<file path="config.mk">
export PLATFORM = sky130hd
export DESIGN_NAME = alu_mc
export DESIGN_NICKNAME = d
export VERILOG_FILES = /design/src/rtl/alu_pkg.sv /design/src/rtl/alu_mul_iter.sv /design/src/rtl/alu_mc.sv
export SDC_FILE = /design/constraint.sdc
export NUM_CORES = 1
export LEC_CHECK = 0
export CAP_MARGIN = 20
export CORE_UTILIZATION = 50
export DETAILED_ROUTE_END_ITERATION = 12
export PLACE_DENSITY_LB_ADDON = 0.2
export SYNTH_ARGS = -nofsm -noshare
export SYNTH_HDL_FRONTEND = slang
export SYNTH_SLANG_ARGS = --single-unit
</file>
<file path="constraint.sdc">
create_clock -name clk -period 4.2 [get_ports clk]
set_clock_uncertainty 0.1 [all_clocks]
set_input_delay 0.42 -clock clk [delete_from_list [all_inputs] [get_ports clk]]
set_output_delay 0.42 -clock clk [all_outputs]
set_load 0.02 [all_outputs]
</file>
<file path="src/rtl/alu_pkg.sv">
// Shared encodings for the multi-cycle ALU: op codes for both tables and FSM states.
package alu_pkg;

    localparam int unsigned OP_W = 3;

    typedef logic [OP_W-1:0] op_t;

    // Base table (custom_en = 0)
    localparam op_t OP_ADD     = 3'b000;
    localparam op_t OP_SUB     = 3'b001;
    localparam op_t OP_AND     = 3'b010;
    localparam op_t OP_OR      = 3'b011;
    localparam op_t OP_EQ      = 3'b100;
    localparam op_t OP_NE      = 3'b101;

    // Custom table (custom_en = 1)
    localparam op_t OP_ACC_CLR = 3'b100;
    localparam op_t OP_MAC     = 3'b101;
    localparam op_t OP_MUL     = 3'b110;
    localparam op_t OP_RELU    = 3'b111;

    typedef enum logic [1:0] {
        ST_IDLE = 2'd0,
        ST_MUL  = 2'd1,
        ST_DONE = 2'd2
    } state_e;

endpackage

</file>
<file path="src/rtl/alu_mul_iter.sv">
// Iterative shift-add multiplier retiring MUL_BITS multiplier bits per cycle.
// done_c/product_c are valid in the cycle whose edge retires the final step.
module alu_mul_iter
    import alu_pkg::*;
#(
    parameter int unsigned WIDTH    = 32,
    parameter int unsigned MUL_BITS = 1
) (
    input  logic             clk,
    input  logic             rst,
    input  logic             start_i,
    input  logic [WIDTH-1:0] a_i,
    input  logic [WIDTH-1:0] b_i,
    output logic             busy_o,
    output logic             done_c,
    output logic [WIDTH-1:0] product_c
);

    localparam int unsigned STEPS = WIDTH / MUL_BITS;
    localparam int unsigned CNT_W = $clog2(STEPS + 1);

    logic [2*WIDTH-1:0] pp_q;
    logic [2*WIDTH-1:0] pp_d;
    logic [2*WIDTH-1:0] mcand_q;
    logic [WIDTH-1:0]   mplier_q;
    logic [CNT_W-1:0]   cnt_q;
    logic               busy_q;

    // Partial product after retiring the current low multiplier bits
    always_comb begin
        pp_d = pp_q;
        for (int i = 0; i < int'(MUL_BITS); i++) begin
            if (mplier_q[i]) begin
                pp_d = pp_d + (mcand_q << i);
            end
        end
    end

    always_ff @(posedge clk) begin
        if (rst) begin
            pp_q     <= '0;
            mcand_q  <= '0;
            mplier_q <= '0;
            cnt_q    <= '0;
            busy_q   <= 1'b0;
        end else if (start_i) begin
            pp_q     <= '0;
            mcand_q  <= {{WIDTH{1'b0}}, a_i};
            mplier_q <= b_i;
            cnt_q    <= CNT_W'(STEPS);
            busy_q   <= 1'b1;
        end else if (busy_q) begin
            pp_q     <= pp_d;
            mcand_q  <= mcand_q << MUL_BITS;
            mplier_q <= mplier_q >> MUL_BITS;
            cnt_q    <= cnt_q - CNT_W'(1);
            if (cnt_q == CNT_W'(1)) begin
                busy_q <= 1'b0;
            end
        end
    end

    assign busy_o    = busy_q;
    assign done_c    = busy_q && (cnt_q == CNT_W'(1));
    assign product_c = pp_d[WIDTH-1:0];

endmodule

</file>
<file path="src/rtl/alu_mc.sv">
// Multi-cycle ALU with valid/ready handshakes, iterative multiply and an accumulator for MAC.
module alu_mc
    import alu_pkg::*;
#(
    parameter int unsigned WIDTH    = 32,
    parameter int unsigned MUL_BITS = 1
) (
    input  logic             clk,
    input  logic             rst,
    input  logic             in_valid,
    output logic             in_ready,
    input  logic [WIDTH-1:0] a,
    input  logic [WIDTH-1:0] b,
    input  logic [OP_W-1:0]  op,
    input  logic             custom_en,
    output logic             out_valid,
    input  logic             out_ready,
    output logic [WIDTH-1:0] result,
    output logic             illegal,
    output logic [WIDTH-1:0] acc
);

    state_e           state_q, state_d;
    logic [WIDTH-1:0] result_q, result_d;
    logic [WIDTH-1:0] acc_q, acc_d;
    logic             illegal_q, illegal_d;
    logic             out_valid_q, out_valid_d;
    logic             is_mac_q, is_mac_d;

    logic             accept_c;
    logic             iter_op_c;
    logic [WIDTH-1:0] alu_res_c;
    logic             alu_ill_c;
    logic             mul_start_c;
    logic             mul_busy;
    logic             mul_done_c;
    logic [WIDTH-1:0] mul_prod_c;

    assign in_ready  = (state_q == ST_IDLE) | ((state_q == ST_DONE) & out_ready);
    assign accept_c  = in_valid & in_ready;
    assign iter_op_c = custom_en & ((op == OP_MUL) | (op == OP_MAC));

    alu_mul_iter #(
        .WIDTH    (WIDTH),
        .MUL_BITS (MUL_BITS)
    ) u_mul (
        .clk       (clk),
        .rst       (rst),
        .start_i   (mul_start_c),
        .a_i       (a),
        .b_i       (b),
        .busy_o    (mul_busy),
        .done_c    (mul_done_c),
        .product_c (mul_prod_c)
    );

    // Single-cycle datapath for both op tables
    always_comb begin
        alu_res_c = '0;
        alu_ill_c = 1'b0;
        if (!custom_en) begin
            case (op)
                OP_ADD:  alu_res_c = a + b;
                OP_SUB:  alu_res_c = a - b;
                OP_AND:  alu_res_c = a & b;
                OP_OR:   alu_res_c = a | b;
                OP_EQ:   alu_res_c = WIDTH'(a == b);
                OP_NE:   alu_res_c = WIDTH'(a != b);
                default: alu_ill_c = 1'b1;
            endcase
        end else begin
            case (op)
                OP_RELU:    alu_res_c = a[WIDTH-1] ? '0 : a;
                OP_ACC_CLR: alu_res_c = '0;
                OP_MUL:     alu_res_c = '0;
                OP_MAC:     alu_res_c = '0;
                default:    alu_ill_c = 1'b1;
            endcase
        end
    end

    always_ff @(posedge clk) begin
        if (rst) begin
            state_q <= ST_IDLE;
        end else begin
            state_q <= state_d;
        end
    end

    always_comb begin
        state_d = state_q;
        case (state_q)
            ST_IDLE: begin
                if (accept_c) state_d = iter_op_c ? ST_MUL : ST_DONE;
            end
            ST_MUL: begin
                if (mul_done_c)     state_d = ST_DONE;
                else if (!mul_busy) state_d = ST_IDLE;
            end
            ST_DONE: begin
                if (accept_c)       state_d = iter_op_c ? ST_MUL : ST_DONE;
                else if (out_ready) state_d = ST_IDLE;
            end
            default: state_d = ST_IDLE;
        endcase
    end

    // Output/datapath next values; a fresh accept in DONE overrides the handshake clear
    always_comb begin
        result_d    = result_q;
        illegal_d   = illegal_q;
        acc_d       = acc_q;
        out_valid_d = out_valid_q;
        is_mac_d    = is_mac_q;
        mul_start_c = 1'b0;

        if ((state_q == ST_DONE) && out_ready) begin
            out_valid_d = 1'b0;
        end

        if (accept_c) begin
            if (iter_op_c) begin
                mul_start_c = 1'b1;
                is_mac_d    = (op == OP_MAC);
                out_valid_d = 1'b0;
            end else begin
                result_d    = alu_res_c;
                illegal_d   = alu_ill_c;
                out_valid_d = 1'b1;
                if (custom_en && (op == OP_ACC_CLR)) begin
                    acc_d = '0;
                end
            end
        end

        if ((state_q == ST_MUL) && mul_done_c) begin
            result_d    = is_mac_q ? (acc_q + mul_prod_c) : mul_prod_c;
            illegal_d   = 1'b0;
            out_valid_d = 1'b1;
            if (is_mac_q) begin
                acc_d = acc_q + mul_prod_c;
            end
        end
    end

    always_ff @(posedge clk) begin
        if (rst) begin
            result_q    <= '0;
            illegal_q   <= 1'b0;
            acc_q       <= '0;
            out_valid_q <= 1'b0;
            is_mac_q    <= 1'b0;
        end else begin
            result_q    <= result_d;
            illegal_q   <= illegal_d;
            acc_q       <= acc_d;
            out_valid_q <= out_valid_d;
            is_mac_q    <= is_mac_d;
        end
    end

    assign result    = result_q;
    assign illegal   = illegal_q;
    assign acc       = acc_q;
    assign out_valid = out_valid_q;

endmodule

</file>
==> summary.md <==
| Metric | Value |
|---|---|
| Initial core utilization | 0.5086 |
| Ys async rst share | 0 |
| DRT antenna net count | 0 |
| WL met1 | 26,180 um |
| Synth top area cells | dfxtp_1 22%, ha_1 13%, mux2i_1 6.2% |
| Syn_nets | 2,272 |
| Worst slew margin | 0.4466 |
| Peak Freq | 223.0 MHz |
| CTS clk-pin slew, worst paths | 80 ps |
| Drt first pass iters | 6 |
| Num ports | 139 |
| Total inserted antenna cells | 0 |
| Final worst-path setup slack | -284.9 ps |
| Data required, critical path | 4420 ps |
| Final worst-path cycle share | 1.068 |
| FF+latch count, synth | 172 |
| Sequential cell area | 3457 um^2 |
| Die ar. | 31,830 um^2 |
| Count of cell types in the netlist | 95 |
| Multi-input gate area | 11,770 um^2 |
| Vias/cell | 6.033 |
| Kind of critical path | flip-flop to flip-flop |
| CTS H-Tree Depth | 4 |
| WHS Endpoint | acc[5]$_SDFF_PP0_ |
| CTS tree | done |
| Worst ir drop on vdd | 0.3285 mV |
| Fillers | 2,595 |
| Nets | 2,621 |
| Most common cell in the synthesized netlist | nor2_1 |
| Die width | 178.4 um |
| Post-synthesis area per instance | 7.649 um^2 |
| Adder-cell share of the synthesized area | 0.1354 |
| Cell area after synthesis | 15,560 um^2 |
| Dpl cells | 2,730 |
| Initial antenna violation count | 0 |
| Root Buffer | clkbuf_16 |
| CTS Buf Count | 17 |
| HP Class | flip-flop to flip-flop |
| Mux share of post-synthesis cell area | 0.07519 |
| Grt total ovfl | 0 |
| Worst setup SP type | flip-flop |
| Area leader, netlist | dfxtp_1 |
| Mapped Cells | 2,034 |
| P&R area growth vs syn | 32.66% |
| CP max FO | 4 |
| Hold depth | 2 |
| CP endpoint kind | flip-flop |
| Fin cells | 2,792 |
| Top Metal Used | met4 |
| Sinks on Clock Net | 172 |
| WP data arrival | 4710 ps |
| PD cells | 245.8 nW/um^2 |
| First-pass GRT wire length | 87,070 um |
| Post-Synth XOR/XNOR Area | 0.05324 |
| Max cap viols | 0 |
| Core Area | 30,590 um^2 |
| Post-layout minimum cycle time | 4485 ps |
| Clk buf depth | 2 |
| Worst slew pin tran | 830.1 ps |
| HPWL Detailed | 43,460 um |
| Mean routed wirelength per cell | 20.56 um |
| Total power | 0.005074 W |
| Final setup violation count | 27 |
| Post-synth top area share | 0.2213 |
| Sequential fraction of the synthesis area | 0.2213 |
| DRC | 0 |
| GP Congestion | 0.9505 |
| Hold_sp | acc[5]$_SDFF_PP0_ |
| Post-synthesis compound-gate area fraction | 0.2804 |
| Leak pwr | 8.857 nW |
| Failing checks | setup timing |
| Unrepaired setup endpoints after global routing | yes |
| GRT Total Usage | 0.3550 |
| Status | finished with violations |
| Met2 wire len | 24,890 um |
| Critical R2R Launch | u_mul.pp_q[0]$_SDFFE_PP0P_ |
| Largest net degree at the start of global routing | 119 |
| RR Endpoint | result[21]$_SDFFE_PP0P_ |
| Post-Synth Simple-Gate Area | 0.1697 |
| Main synth FF type | dfxtp_1 |
| Fin. max-slew vios | 0 |
| Port Buffers | 138 |
| Synth top cells by count | 214 x nor2_1, 187 x a21oi_1, 182 x nand2_1 |
| Final WL | 57,410 um |
| Clk Latency, worst-skew pair | 460 ps |
| Core Rows | 64 |
| Via count | 16.84k |
| Reg2Reg Depth | 25 |
| Main combinational cell family by area after synthesis | compound AO/OA/AOI/OAI gates |
| Reg2Reg Setup Slack | -280 ps |
| Final hold vios | 0 |
| Share of post-route cells with drive strength above 1 | 0.2183 |
| Number of global-route vias before repair | 15.68k |
| Number of flops mapped to enable cells by yosys | 0 |
| Routed length on met3 | 4737 um |
| Die H | 178.4 um |
| Yosys warning total | 0 |
| Number of DRC markers in iteration 0 | 1,477 |
## worst max path at each step
stage | startpoint | end | slack [ps] | cells after the start
6_report | u_mul.pp_q[0]$_SDFFE_PP0P_ | result[21]$_SDFFE_PP0P_ | -280 | 25
5_1_grt | u_mul.mcand_q[1]$_SDFFE_PP0P_ | result[31]$_SDFFE_PP0P_ | -560 | 23
4_1_cts | u_mul.pp_q[0]$_SDFFE_PP0P_ | result[29]$_SDFFE_PP0P_ | -210 | 25
3_5_place_dp | u_mul.pp_q[0]$_SDFFE_PP0P_ | result[22]$_SDFFE_PP0P_ | -390 | 22
3_3_place_gp | u_mul.mcand_q[1]$_SDFFE_PP0P_ | result[22]$_SDFFE_PP0P_ | -370 | 22
2_1_floorplan | u_mul.mcand_q[9]$_SDFFE_PP0P_ | result[30]$_SDFFE_PP0P_ | -10 | 22
## kinds of logic after synthesis
family	count (synthesis)
multiplexers	113
AO/OA/AOI/OAI	649
XOR/XNOR	93
buffers and inverters	255
adder cells (fa/ha/maj)	166
AND/OR/NAND/NOR	586
flip-flops	172
## flip-flops by register name, summed over array words and instances (netlist names)
register        cells
acc                32
u_mul.mcand_q      32
u_mul.busy_o        1
state_q             2
illegal             1
result             32
u_mul.mplier_q     32
u_mul.cnt_q         6
u_mul.pp_q         32
is_mac_q            1
out_valid           1
## cell usage in the layout, fill, tap and decap left out, types with 12 or more instances in the layout
| master | instances |
|---|---|
| a211oi_1 | 102 |
| a21o_1 | 44 |
| a21oi_1 | 165 |
| a21oi_2 | 22 |
| a221oi_1 | 23 |
| a22oi_1 | 12 |
| and3_1 | 14 |
| buf_4 | 304 |
| clkbuf_16 | 17 |
| clkdlybuf4s50_1 | 136 |
| dfxtp_1 | 163 |
| ha_1 | 145 |
| ha_4 | 16 |
| inv_1 | 124 |
| mux2i_1 | 95 |
| nand2_1 | 171 |
| nand2b_1 | 16 |
| nand3_1 | 29 |
| nand4_1 | 13 |
| nor2_1 | 209 |
| nor2b_1 | 17 |
| nor3_1 | 36 |
| o211ai_1 | 21 |
| o21a_1 | 12 |
| o21ai_0 | 80 |
| o21ai_1 | 26 |
| o21ai_2 | 13 |
| o21bai_1 | 18 |
| xnor2_1 | 61 |
| xor2_1 | 25 |
## worst max-delay path, cell delays in order, from the launching register on
cell and delay [ps]:
dfxtp_2 360, ha_4 140, inv_2 30, fa_2 330, nor2b_1 130, o21ai_1 90
a21o_1 230, a211oi_4 320, o21ai_2 110, o21bai_1 230, a21oi_1 120, xnor2_1 140
a21oi_2 170, inv_2 60, ha_4 290, o211ai_1 100, o21ai_2 170, nand4_1 110
and3_4 230, buf_4 140, buf_6 110, xnor2_2 120, nand2_2 150, nand2_2 100
a221oi_2 200, nor3_1 70
## repair_timing
item / 4_1_cts / 5_1_grt
buffers inserted: 16 / 14
hold buffers: 0 / 0
gates resized for setup: 30 / 87
setup endpoints to repair: 34 / 41
pin swaps: 26 / 44
## power by group
part | switching [W] | total, W | internal (W)
Clock | 0.000839 | 0.00173 | 0.000887
Sequential | 0.0000773 | 0.00179 | 0.00171
Combinational | 0.000893 | 0.00156 | 0.000667
Total | 0.00181 | 0.00507 | 0.00326
## per-layer routing
layer / up-vias / track usage
li1: 8019 / -
met1: 8003 / 0.4986
met2: 730 / 0.5386
met3: 91 / 0.07033
met4: 0 / 0.1155
met5: - / 0
## per-stage QoR
stage / hold slack, ps / cell area (um^2) / setup TNS, ps / setup slack, ps / utilization
global placement: 369.2 / 19260 / -3128 / -369.0 / 0.6297
CTS: 384.5 / 20130 / -2443 / -212.8 / 0.6582
finish: 382.3 / 20640 / -4099 / -284.9 / 0.6747
global route: 406.4 / 20640 / -12300 / -558.1 / 0.6747
detailed placement: 375.3 / 19260 / -6082 / -392.7 / 0.6297
floorplan: 344.1 / 15710 / -12.87 / -12.87 / -
## area by class of cell
cell class              instances  share of cell area
repair buffers                453              0.1842
well taps                     396             0.02401
clock buffers                  19             0.02194
multi-input cells            1607              0.5703
inverters                     132             0.02413
flip-flops and latches        172              0.1675
clock inverters                13            0.007941
Note: power is estimated with default switching activity, not from simulation.
